**src/rtl/tube_scan_driver.sv**
```systemverilog
// Eight-tube multiplexed seven-segment scanner; the input word is snapshotted once per frame.
// Optional leading-zero blanking of the hour pair (tubes 7/6) is enabled with TUBE_LZ_BLANK_EN.
module tube_scan_driver #(
    parameter int SCAN_DIV = 100000
) (
    input  logic        clk,
    input  logic        rst,
    input  logic        en,
    input  logic [31:0] time_data,
    output logic [7:0]  digit1,
    output logic [7:0]  digit2,
    output logic [7:0]  tube_sel
);

    localparam int CNT_W = (SCAN_DIV > 1) ? $clog2(SCAN_DIV) : 1;
    localparam logic [CNT_W-1:0] CNT_LAST = CNT_W'(SCAN_DIV - 1);

    logic [CNT_W-1:0] cnt_reg, cnt_next;
    logic [2:0]       idx_reg, idx_next;
    logic [31:0]      snap_reg, snap_next;
    logic             tick;
    logic [3:0]       nib;
    logic [7:0]       seg;
    logic             blank;
    logic [7:0]       tube_sel_next, digit1_next, digit2_next;

    assign tick = (cnt_reg == CNT_LAST);

    always_ff @(posedge clk or posedge rst) begin
        if (rst) begin
            cnt_reg  <= '0;
            idx_reg  <= 3'd0;
            snap_reg <= 32'h0;
            tube_sel <= 8'h00;
            digit1   <= 8'h00;
            digit2   <= 8'h00;
        end else begin
            cnt_reg  <= cnt_next;
            idx_reg  <= idx_next;
            snap_reg <= snap_next;
            tube_sel <= tube_sel_next;
            digit1   <= digit1_next;
            digit2   <= digit2_next;
        end
    end

    // The snapshot reloads only on the tick that wraps idx 7->0, so a frame never mixes two words.
    always_comb begin
        cnt_next  = tick ? '0 : cnt_reg + CNT_W'(1);
        idx_next  = tick ? idx_reg + 3'd1 : idx_reg;
        snap_next = (tick && (idx_reg == 3'd7)) ? time_data : snap_reg;
    end

    assign nib = snap_reg[{idx_reg, 2'b00} +: 4];

    always_comb begin
        case (nib)
            4'h0: seg = 8'hFC;
            4'h1: seg = 8'h60;
            4'h2: seg = 8'hDA;
            4'h3: seg = 8'hF2;
            4'h4: seg = 8'h66;
            4'h5: seg = 8'hB6;
            4'h6: seg = 8'hBE;
            4'h7: seg = 8'hE0;
            4'h8: seg = 8'hFE;
            4'h9: seg = 8'hF6;
            4'hA: seg = 8'hEE;
            4'hB: seg = 8'h3E;
            4'hC: seg = 8'h9C;
            4'hD: seg = 8'h7A;
            4'hE: seg = 8'h9E;
            default: seg = 8'h02;
        endcase
    end

`ifdef TUBE_LZ_BLANK_EN
    always_comb begin
        blank = ((idx_reg == 3'd7) && (snap_reg[31:28] == 4'h0)) ||
                ((idx_reg == 3'd6) && (snap_reg[31:24] == 8'h00));
    end
`else
    always_comb begin
        blank = 1'b0;
    end
`endif

    genvar gi;
    generate
        for (gi = 0; gi < 8; gi++) begin : g_sel
            assign tube_sel_next[gi] = en && (idx_reg == 3'(gi));
        end
    endgenerate

    // Tubes 7..4 sit on digit1, tubes 3..0 on digit2; the inactive group stays dark.
    always_comb begin
        digit1_next = (en && idx_reg[2] && !blank) ? seg : 8'h00;
        digit2_next = (en && !idx_reg[2]) ? seg : 8'h00;
    end

endmodule

```
**config.mk**
```make
export PLATFORM = sky130hd
export DESIGN_NAME = tube_scan_driver
export DESIGN_NICKNAME = d
export VERILOG_FILES = /design/src/rtl/tube_scan_driver.sv
export SDC_FILE = /design/constraint.sdc
export NUM_CORES = 1
export LEC_CHECK = 0
export ABC_AREA = 1
export BUFFER_PORTS_ARGS = -buffer_cell sky130_fd_sc_hd__clkbuf_2
export CAP_MARGIN = 15
export CELL_PAD_IN_SITES_DETAIL_PLACEMENT = 1
export CELL_PAD_IN_SITES_GLOBAL_PLACEMENT = 1
export CORE_MARGIN = 2
export CORE_UTILIZATION = 38
export DETAILED_ROUTE_END_ITERATION = 8
export HOLD_SLACK_MARGIN = 0.08
export PLACE_DENSITY_LB_ADDON = 0.1
export REMOVE_ABC_BUFFERS = 1
export SETUP_SLACK_MARGIN = 0.3
export SYNTH_ARGS = -nofsm -noshare
export SYNTH_HDL_FRONTEND = slang
export SYNTH_SLANG_ARGS = --single-unit
```
**constraint.sdc**
```tcl
create_clock -name clk -period 2.1 [get_ports clk]
set_input_delay 0.315 -clock clk [delete_from_list [all_inputs] [get_ports clk]]
set_output_delay 0.315 -clock clk [all_outputs]
set_load 0.05 [all_outputs]
```
* Word-level counts from Yosys, hierarchy flattened
Memories as Yosys holds them, arrays and structs flattened. Cells that the tools add are included.
Operators by class: $add $sub $neg 2, equality and inequality tests 8, shifts and indexed selects 1, reductions and logical operators 13, mux-type cells 3
Operators by type and width (count):
- $shiftx 32x6->4 | 1
- $add 17x1->17 const B | 1
- $eq 17x17->1 const B | 1
- $mux 17 | 1
- $mux 8 | 2
- $eq 3x3->1 const B | 4
- $logic_and 1x1->1 | 11
- $eq 3x2->1 const B | 2
- $add 3x1->3 const B | 1
- $eq 3x1->1 const B | 1
- $logic_not 3->1 | 1
- $logic_not 1->1 | 1
Storage, ports and cells: logic and storage cells 34, memories kept 1, output and inout bits 24, register bits after elaboration 76, input port bits 35, bits in read-only memories 112
Memories:
- (name not given) | depth 16, width 7, rd ports 1, clocked after Yosys merged registers in 0, write ports 0, RTL line 57 | case (nib)

* Logic depth before layout (Yosys ltp)
Gate-level depths: netlist (run 1).
depth in word-level cells 3, depth in mapped cells 14, gate-level depth less buffers 12

* Worst setup path before layout (run 1)
No wires, ideal clock.
path type register -> register, from reg idx_reg[0], to reg digit1[4], path slack 369 ps, required time 2021 ps, period minus slack after synthesis 1731 ps, stages on the path, launching flop included 14, setup time 79 ps, arrival 1652 ps, cells stage by stage dfrtp_1 > buf_4 > inv_4 > buf_6 > nand2_1 > nand3_1 > nand2_1 > nand2_1 > nand2_1 > ha_1 > nand3b_1 > nand2_1 > nand2_1 > a21oi_1
On the way: longest elaborated chain between the ends 3
RTL lines:
- start, declared | RTL line 19 | logic [2:0] idx_reg, idx_next;
- start signal, assigned | RTL line 39 | idx_reg <= idx_next;
- $shiftx 32x6->4 | RTL line 54 | assign nib = snap_reg[{idx_reg, 2'b00} +: 4];
- $mem_v2 16x7
- $mux 8 | RTL line 97 | digit1_next = (en && idx_reg[2] && !blank) ? seg : 8'h00;
- net digit1_next[4] | RTL line 25 | logic [7:0] tube_sel_next, digit1_next, digit2_next;
- end signal, assigned | RTL line 42 | digit1 <= digit1_next;
- end, declared | RTL line 10 | output logic [7:0] digit1,
The timed path passes the listed nets, and every way through them passes these cells. A chain may end at the register's enable or synchronous reset.

* Final worst setup path (run 1)
from reg idx_reg[0], to reg digit1[1]
Same word-level chain as after synthesis.

==> impl_metrics.tcl, run 1 <==
set metrics [dict create \
    wl_per_cell_um 15.4 \
    clock_latency_ns 0.36 \
    synth_warnings 0 \
    drive_above_1_share_pct 33.9 \
    worstRegToRegCells 12 \
    post-synth-top-count-cell "nand2_1" \
    rsz0062_at_grt "true" \
    drt_iter0_markers 119 \
    fmax_mhz 545 \
    startpoint "idx_reg[0]" \
    coreArea_mm2 0.00986 \
    avgSynthCellArea_um2 8.35 \
    synth_area_mm2 0.00388 \
    antenna_found_initial 0 \
    power_frac_clock_pct 44.5 \
    vias 3309 \
    cts.clk_slew.worst_paths_ns 0.08 \
    cts_buffer_depth 2 \
    yosysTopAreaCell "dfrtp_1" \
    switching_power_mw 0.570 \
    final.min_clock_period_ns 1.83 \
    die_h_um 105 \
    grtUsageTotal_pct 17.8 \
    cellPowerDensity_mw_per_mm2 549 \
    grt_first_pass_wirelength_um 15600 \
    swShare_pct 20.9 \
    routed_via_density 4.88 \
    endpoint "digit1[1]" \
    irDropWorstVdd_mv 0.288 \
    maxCapViolCount 0 \
    io_buffers 56 \
    initial_utilization_pct 39.4 \
    grt_overflow 0 \
    status "completed" \
    worst_ep_arrival_time_ns 2.06 \
    clock_sinks 74 \
    required_ns 2.33 \
    worstHoldPathType "in2reg" \
    worst_setup_path_end_kind "register" \
    layout_setup_ws_ns 0.266 \
    ys_async_sr_fraction_pct 100 \
    cts-root-buf "clkbuf_8" \
    dpl_worst_slack_ns 0.139 \
    ys_seq_area_share_pct 47.7 \
    ys_top_cells_by_area "dfrtp_1 (48%), nand2_1 (15%), nand3_1 (6.6%)" \
    critical_path_class "reg2reg" \
    antenna_cells 0 \
    combPwrFrac_pct 3.3 \
    die_x_um 105 \
    rows 36 \
    fin_skew_ns 0.00886 \
    synth_cell_types 28 \
    setup_viol 0 \
    placed_cell_area_mm2 0.00424 \
    start_kind "register" \
    cts_made_buffers 9 \
    p_leak_nw 2.50 \
    final_cells 678 \
    place_inst 643 \
    ys_ff_latch 74 \
    r2r_start "idx_reg[0]" \
    wl_um 10400 \
    synth_flop_cell "dfrtp_1" \
    cp_max_fo 8 \
    r2r-end "digit1[1]" \
    ant_nets 0 \
    dr.pass1.iters 4 \
    nNetsFinal 589 \
    reg2reg_slack_ns 0.27 \
    synth_edf_count 0 \
    place_hpwl_um 6210 \
    synthCells 465 \
    internal_power_mw 2.16 \
    power_frac_seq_pct 52.3 \
    grt_pass1_vias 3205 \
    area_growth_pct 28.0 \
    netlist_top_cells_count "nand2_1 (156), dfrtp_1 (74), nand3_1 (51), inv_1 (43), nor2_1 (30)" \
    routabilityCongestion 0.811 \
    synth_top_cell_area_share_pct 47.7 \
    fin_crit_sh_pct 87.4 \
    timing.hold.ws_ns 0.176 \
    largest_register_ffs 32 \
    fillers 1174 \
    cts-htree-levels 3 \
    cts_tree "built" \
    grt_max_degree 75 \
    fin_setup_tns_ns 0 \
    io_pins 59 \
    stdcell_area_mm2 0.00497 \
    post-route-drc-count 0 \
    slew_viol_final 0 \
    hold_viol_final 0 \
    die-area_mm2 0.0110 \
]
cell usage in the layout (no fill, tap or decap), types with 3 or more instances in the layout:
cell type / count
nand2_1: 137
dfrtp_1: 71
clkbuf_2: 56
inv_1: 42
nand3_2: 36
nand3_1: 36
nor2_1: 30
nand2_2: 18
buf_4: 14
clkbuf_8: 10
nand2_4: 7
xor2_1: 7
o21ai_0: 7
ha_4: 6
ha_1: 6
a21oi_2: 5
nand4_1: 5
inv_2: 4
a21oi_1: 4
clkbuf_1: 4
inv_4: 3
nor4_1: 3
clkbuf_16: 3
dfrtp_2: 3
cells by family after synthesis:
kind of cell | share of synthesized area, %
XOR/XNOR | 2.03
other | 0.0966
flip-flops | 47.7
AO/OA/AOI/OAI | 2.19
AND/OR/NAND/NOR | 34.3
adder cells (fa/ha/maj) | 4.51
buffers and inverters | 9.21
worst max-delay path, stage by stage, from the launching register on:
cell and delay [ns]:
dfrtp_2 0.59, inv_8 0.07, nand2_1 0.10, nand3_2 0.08
nand2_2 0.09, nand2_2 0.06, nand2_4 0.17, ha_4 0.16
inv_1 0.04, nand2_1 0.07, nand3_1 0.11, nand2_1 0.11
nor2_1 0.04
cell type report:
cell class	count	area [um^2]	share of cell area, %
Inverter	51	210	4.23
Multi-Input combinational cell	324	1970	39.6
Tap cell	133	166	3.35
Clock inverter	2	60.1	1.21
Clock buffer	14	153	3.07
Timing Repair Buffer	79	552	11.1
Sequential cell	74	1860	37.3
Timing Repair inverter	1	6.26	0.126
power groups by stage:
stage | combinational (mW) | sequential (mW) | clock, mW
global route | 0.103 | 1.43 | 1.30
floorplan | 0.0314 | 1.46 | 0
CTS | 0.0930 | 1.43 | 1.24
finish | 0.0898 | 1.43 | 1.21
global placement | 0.0890 | 1.45 | 0
detailed placement | 0.0911 | 1.45 | 0
repair_timing:
item                       CTS  global route
pin swaps                    0            19
setup endpoints to repair   46            48
hold buffers                 1             0
gates resized for setup     13            65
hold endpoints to repair    74             0
buffers inserted             6             7
gates cloned                 0             5
worst min path at each step:
stage / from / endpoint / slack, ns / cells after the start
6_report: time_data[10] / snap_reg[10] / 0.18 / 3
3_3_place_gp: rst / tube_sel[3] / 0.42 / 3
2_1_floorplan: en / tube_sel[3] / 0.42 / 2
5_1_grt: time_data[13] / snap_reg[13] / 0.18 / 3
3_5_place_dp: rst / tube_sel[5] / 0.42 / 3
4_1_cts: time_data[13] / snap_reg[13] / 0.17 / 3
per-stage QoR:
step	util, %	total power, mW
after floorplan	-	1.49
after global placement	43.0	1.54
after detailed placement	43.0	1.55
after CTS	46.1	2.76
after global routing	50.4	2.83
final	50.4	2.73
layer usage:
metal  vias to the layer above  global-route usage (%)  share of wire (%)
li1                       1610                       -                  -
met1                      1618                    24.2                 45
met2                        68                    28.3                 50
met3                        13                    2.81                2.8
met4                         0                    7.52                1.7
met5                         -                       0                  0
(Power assumes the default switching activity.)
==> inputs of run 2 (changes only) <==
Settings changed: CORE_UTILIZATION 38 to 42.
Clock period 2.1 ns to 2 ns, I/O delays scaled along.
==> impl_metrics.tcl, run 2 (same netlist as run 1, synthesis figures left out) <==
set metrics [dict create \
    status "completed" \
    grtUsageTotal_pct 20.6 \
    final_cell_mix "nand2_1 (127), dfrtp_1 (72), clkbuf_2 (56)" \
    worstRegToRegCells 11 \
    fin_setup_tns_ns 0 \
    maxCapViolCount 0 \
    die_x_um 100 \
    grt_first_pass_wirelength_um 16500 \
    timing.hold.ws_ns 0.162 \
    worst_ep_arrival_time_ns 2.08 \
    post-route-drc-count 0 \
    grtUsageMet2_pct 33.7 \
    die-area_mm2 0.0100 \
    antenna_cells 0 \
    rsz0062_at_grt "true" \
    grt_pass1_vias 3443 \
    routed_via_density 5.07 \
    start_kind "register" \
    postLayoutCoreUtil_pct 56.0 \
    grtUsageMet1_pct 28.3 \
    hold_viol_final 0 \
    vias 3390 \
    drive_above_1_share_pct 38.6 \
    cts_buffer_depth 2 \
    use_met3_pct 3.97 \
    layout_commonest_cell "nand2_1" \
    rows 35 \
    fillers 1088 \
    cts-htree-levels 3 \
    cellPowerDensity_mw_per_mm2 516 \
    die_h_um 100 \
    p_leak_nw 2.59 \
    cts.clk_slew.worst_paths_ns 0.08 \
    coreArea_mm2 0.00911 \
    clock_sinks 74 \
    routabilityCongestion 0.808 \
    dr.pass1.iters 4 \
    required_ns 2.28 \
    io_buffers 56 \
    place_hpwl_um 6420 \
    wl_per_cell_um 16.5 \
    initial_utilization_pct 42.6 \
    final.min_clock_period_ns 1.80 \
    cts_made_buffers 9 \
    fmax_mhz 556 \
    grt_max_degree 75 \
    slew_viol_final 0 \
    setup_viol 0 \
    wl_um 11000 \
    antenna_found_initial 0 \
    irDropWorstVdd_mv 0.286 \
    hold_path_depth 3 \
    final_cells 668 \
    worstHoldPathType "in2reg" \
    regArea_mm2 0.00185 \
    cp_max_fo 6 \
    worst_setup_path_end_kind "register" \
    grt_busiest_layer "met2" \
    ant_nets 0 \
    nNetsFinal 601 \
    fin_skew_ns 0.0136 \
    multi_input_area_mm2 0.00203 \
    area_growth_pct 31.3 \
    drt_iter0_markers 107 \
    io_pins 59 \
    reg2reg_slack_ns 0.20 \
    cts_tree "built" \
    clock_latency_ns 0.36 \
    place_inst 625 \
    fin_crit_sh_pct 90.0 \
    critical_path_class "reg2reg" \
    grt_overflow 0 \
    cts-root-buf "clkbuf_8" \
    largest_register_ffs 32 \
]
## run 2: worst paths after layout
| check | from | endpoint |
|---|---|---|
| setup / recovery | idx_reg[0] | digit2[6] |
| hold / removal | time_data[8] | snap_reg[8] |
| setup reg to reg | idx_reg[0] | digit2[6] |
| hold reg to reg | snap_reg[29] | snap_reg[29] |
| max in group asynchronous | rst | idx_reg[1] |
| min in group asynchronous | rst | cnt_reg[13] |
## run 2: cell type report
cell class | count | share of cell area [%]
Inverter | 51 | 4.27
Sequential cell | 74 | 36.4
Clock buffer | 13 | 2.92
Tap cell | 111 | 2.72
Timing Repair inverter | 1 | 0.123
Timing Repair Buffer | 91 | 13.4
Clock inverter | 3 | 0.294
Multi-Input combinational cell | 324 | 39.9
## run 2: where the power goes
part / leakage (nW) / internal (mW) / switching (mW)
logic: 1.66 / 0.0311 / 0.0651
registers: 0.844 / 1.50 / 0.000548
clock network: 0.0872 / 0.480 / 0.557
## run 2: per-stage QoR
stage,power [mW],area (um^2),setup slack [ns]
6_report,2.63,5100,0.200
3_5_place_dp,1.62,4260,0.0904
5_1_grt,2.74,5100,0.0981
3_3_place_gp,1.62,4260,0.149
2_1_floorplan,1.57,3730,-0.664
4_1_cts,2.66,4710,0.285
## run 2: worst max-delay path, cell delays in order (launching register included)
cell,delay (ns)
dfrtp_2,0.50
buf_8,0.17
buf_4,0.14
nand2_1,0.08
nand3_1,0.16
nand2_1,0.12
nand2_1,0.08
nand2_2,0.12
nand2_2,0.09
nand3_2,0.08
nand2_2,0.07
nor2_4,0.10
## run 2: layer usage
| metal | part of all wire [%] | wire length (um) |
|---|---|---|
| met5 | 0 | 0 |
| met4 | 2.3 | 249 |
| met3 | 4.0 | 437 |
| met2 | 50 | 5470 |
| met1 | 44 | 4890 |
## run 2: timing repair
item / in CTS / in global routing
hold endpoints to repair: 74 / 0
gates cloned: 2 / 4
endpoints found under the setup margin: 47 / 51
hold buffers: 1 / 0
pin swaps: 13 / 15
setup buffers: 11 / 9
gates resized for setup: 37 / 66
==> inputs of run 3 (changes only) <==
Settings changed: BUFFER_PORTS_ARGS -buffer_cell sky130_fd_sc_hd__clkbuf_2 to unset, CAP_MARGIN 15 to 20, CORE_UTILIZATION 42 to 45, DONT_BUFFER_PORTS set to 1, PLACE_DENSITY set to 0.8, PLACE_DENSITY_LB_ADDON 0.1 to unset.
==> impl_metrics.tcl, run 3 (same netlist as run 1, synthesis figures left out) <==
set metrics [dict create \
    grt_first_pass_wirelength_um 17800 \
    hold_viol_final 0 \
    crit_chain "buf_6, ha_1, ha_2, buf_12, nand3_1, nand2_1" \
    die_x_um 96.9 \
    slew_viol_final 0 \
    clock_latency_ns 0.36 \
    internal_power_mw 2.26 \
    maxCapViolCount 0 \
    largest_register_ffs 32 \
    worst_setup_path_end_kind "register" \
    p_leak_nw 2.38 \
    place_hpwl_um 6540 \
    status "completed" \
    regArea_mm2 0.00185 \
    routabilityCongestion 0.853 \
    multi_input_area_mm2 0.00206 \
    post-route-drc-count 0 \
    dpl_worst_slack_ns -0.100 \
    drive_above_1_share_pct 26.2 \
    cts_buffer_depth 2 \
    power.total_mw 2.90 \
    layout_setup_ws_ns 0.189 \
    power_frac_seq_pct 51.9 \
    irDropWorstVdd_mv 0.349 \
    layout_commonest_cell "nand2_1" \
    start_kind "register" \
    io_buffers 0 \
    setup_viol 0 \
    wl_per_cell_um 17.6 \
    coreArea_mm2 0.00830 \
    clock_sinks 74 \
    cellPowerDensity_mw_per_mm2 588 \
    crit_slowest_cell "dfrtp_2" \
    critical_path_class "reg2reg" \
    swShare_pct 22.0 \
    vias 3249 \
    required_ns 2.29 \
    nNetsFinal 551 \
    ant_nets 0 \
    cts-root-buf "clkbuf_8" \
    die-area_mm2 0.00939 \
    power_frac_clock_pct 45.1 \
    fmax_mhz 552 \
    wl_um 10800 \
    cts.clk_slew.worst_paths_ns 0.08 \
    cts_tree "built" \
    grt_overflow 0 \
    final_cell_mix "nand2_1 (133), dfrtp_1 (72), inv_1 (42)" \
    area_growth_pct 27.1 \
    critPathMaxStageDelay_ns 0.54 \
    io_pins 59 \
    fillers 946 \
    grt_max_degree 75 \
    fin_skew_ns 0.00859 \
    dr.pass1.iters 4 \
    routed_via_density 5.31 \
    cts-htree-levels 3 \
    cp_max_fo 27 \
    rows 33 \
    drt_iter0_markers 97 \
    antenna_found_initial 0 \
    switching_power_mw 0.637 \
    grtUsageTotal_pct 23.5 \
    cts_made_buffers 9 \
    worstHoldPathType "in2reg" \
    fin_crit_sh_pct 90.5 \
    rsz0062_at_grt "true" \
    worst_ep_arrival_time_ns 2.10 \
    initial_utilization_pct 46.8 \
    fin_setup_tns_ns 0 \
    reg2reg_slack_ns 0.19 \
    antenna_cells 0 \
    final.min_clock_period_ns 1.81 \
    die_h_um 96.9 \
    combPwrFrac_pct 3.0 \
    grt_pass1_vias 3581 \
]
==> run 3: cell types whose count changed in the layout (fill, tap and decap cells not counted), sizes merged <==
cell	before	now
clkinvlp	0	1
nand2	163	162
buf	32	20
bufinv	0	2
dlygate4sd3	1	22
inv	49	50
clkbuf	71	11
clkinv	6	4
==> run 3: through the flow <==
| step | hold slack [ns] | std cells | util, % | cell area [um^2] |
|---|---|---|---|---|
| global placement | 0.301 | 561 | 47.4 | 3930 |
| global route | 0.0965 | 612 | 59.5 | 4940 |
| finish | 0.0895 | 612 | 59.5 | 4940 |
| detailed placement | 0.312 | 561 | 47.4 | 3930 |
| floorplan | 0.404 | 448 | - | 3730 |
| CTS | 0.0839 | 609 | 57.4 | 4770 |
==> run 3: final timing paths <==
kind / end / from / depth (start not counted)
worst max-delay path: snap_reg[2] / idx_reg[0] / 6
worst min-delay path: snap_reg[23] / time_data[23] / 2
worst max register to register: snap_reg[2] / idx_reg[0] / 6
worst min register to register: snap_reg[19] / snap_reg[19] / 2
max in group asynchronous: idx_reg[0] / rst / 3
min in group asynchronous: digit1[5] / rst / 3
==> run 3: worst max-delay path, delay by kind of cell (launching register included) <==
family	cells	cell delay (ns)
adder cells (fa/ha/maj)	2	0.51
flip-flops	1	0.54
buffers and inverters	2	0.42
AND/OR/NAND/NOR	2	0.26
==> run 3: area by class of cell <==
cell class,count,share of cell area (%)
Tap cell,105,2.66
Timing Repair inverter,1,0.127
Clock buffer,11,2.86
Clock inverter,5,1.57
Timing Repair Buffer,42,9.00
Sequential cell,74,37.6
Inverter,51,4.41
Multi-Input combinational cell,323,41.8
==> run 3: power groups by stage <==
stage	clock (mW)	combinational, mW	sequential [mW]
floorplan	0	0.0330	1.53
global placement	0	0.0482	1.53
detailed placement	0	0.0495	1.53
CTS	1.33	0.0878	1.51
global route	1.40	0.0962	1.51
finish	1.31	0.0868	1.50
==> run 3: timing repair <==
item,CTS,global route
resized for setup,72,29
buffers inserted,9,3
hold endpoints to repair,96,0
cloned,1,0
hold buffers,22,0
setup endpoints to repair,48,52
pin swaps,27,10
==> run 3: per-layer routing <==
metal / vias to the layer above / wire (um) / part of all wire (%) / track usage (%)
met4: 0 / 213 / 2.0 / 8.99
met5: - / 0 / 0 / 0
li1: 1534 / - / - / -
met2: 67 / 5680 / 53 / 41.3
met3: 18 / 264 / 2.5 / 2.82
met1: 1630 / 4610 / 43 / 29.4
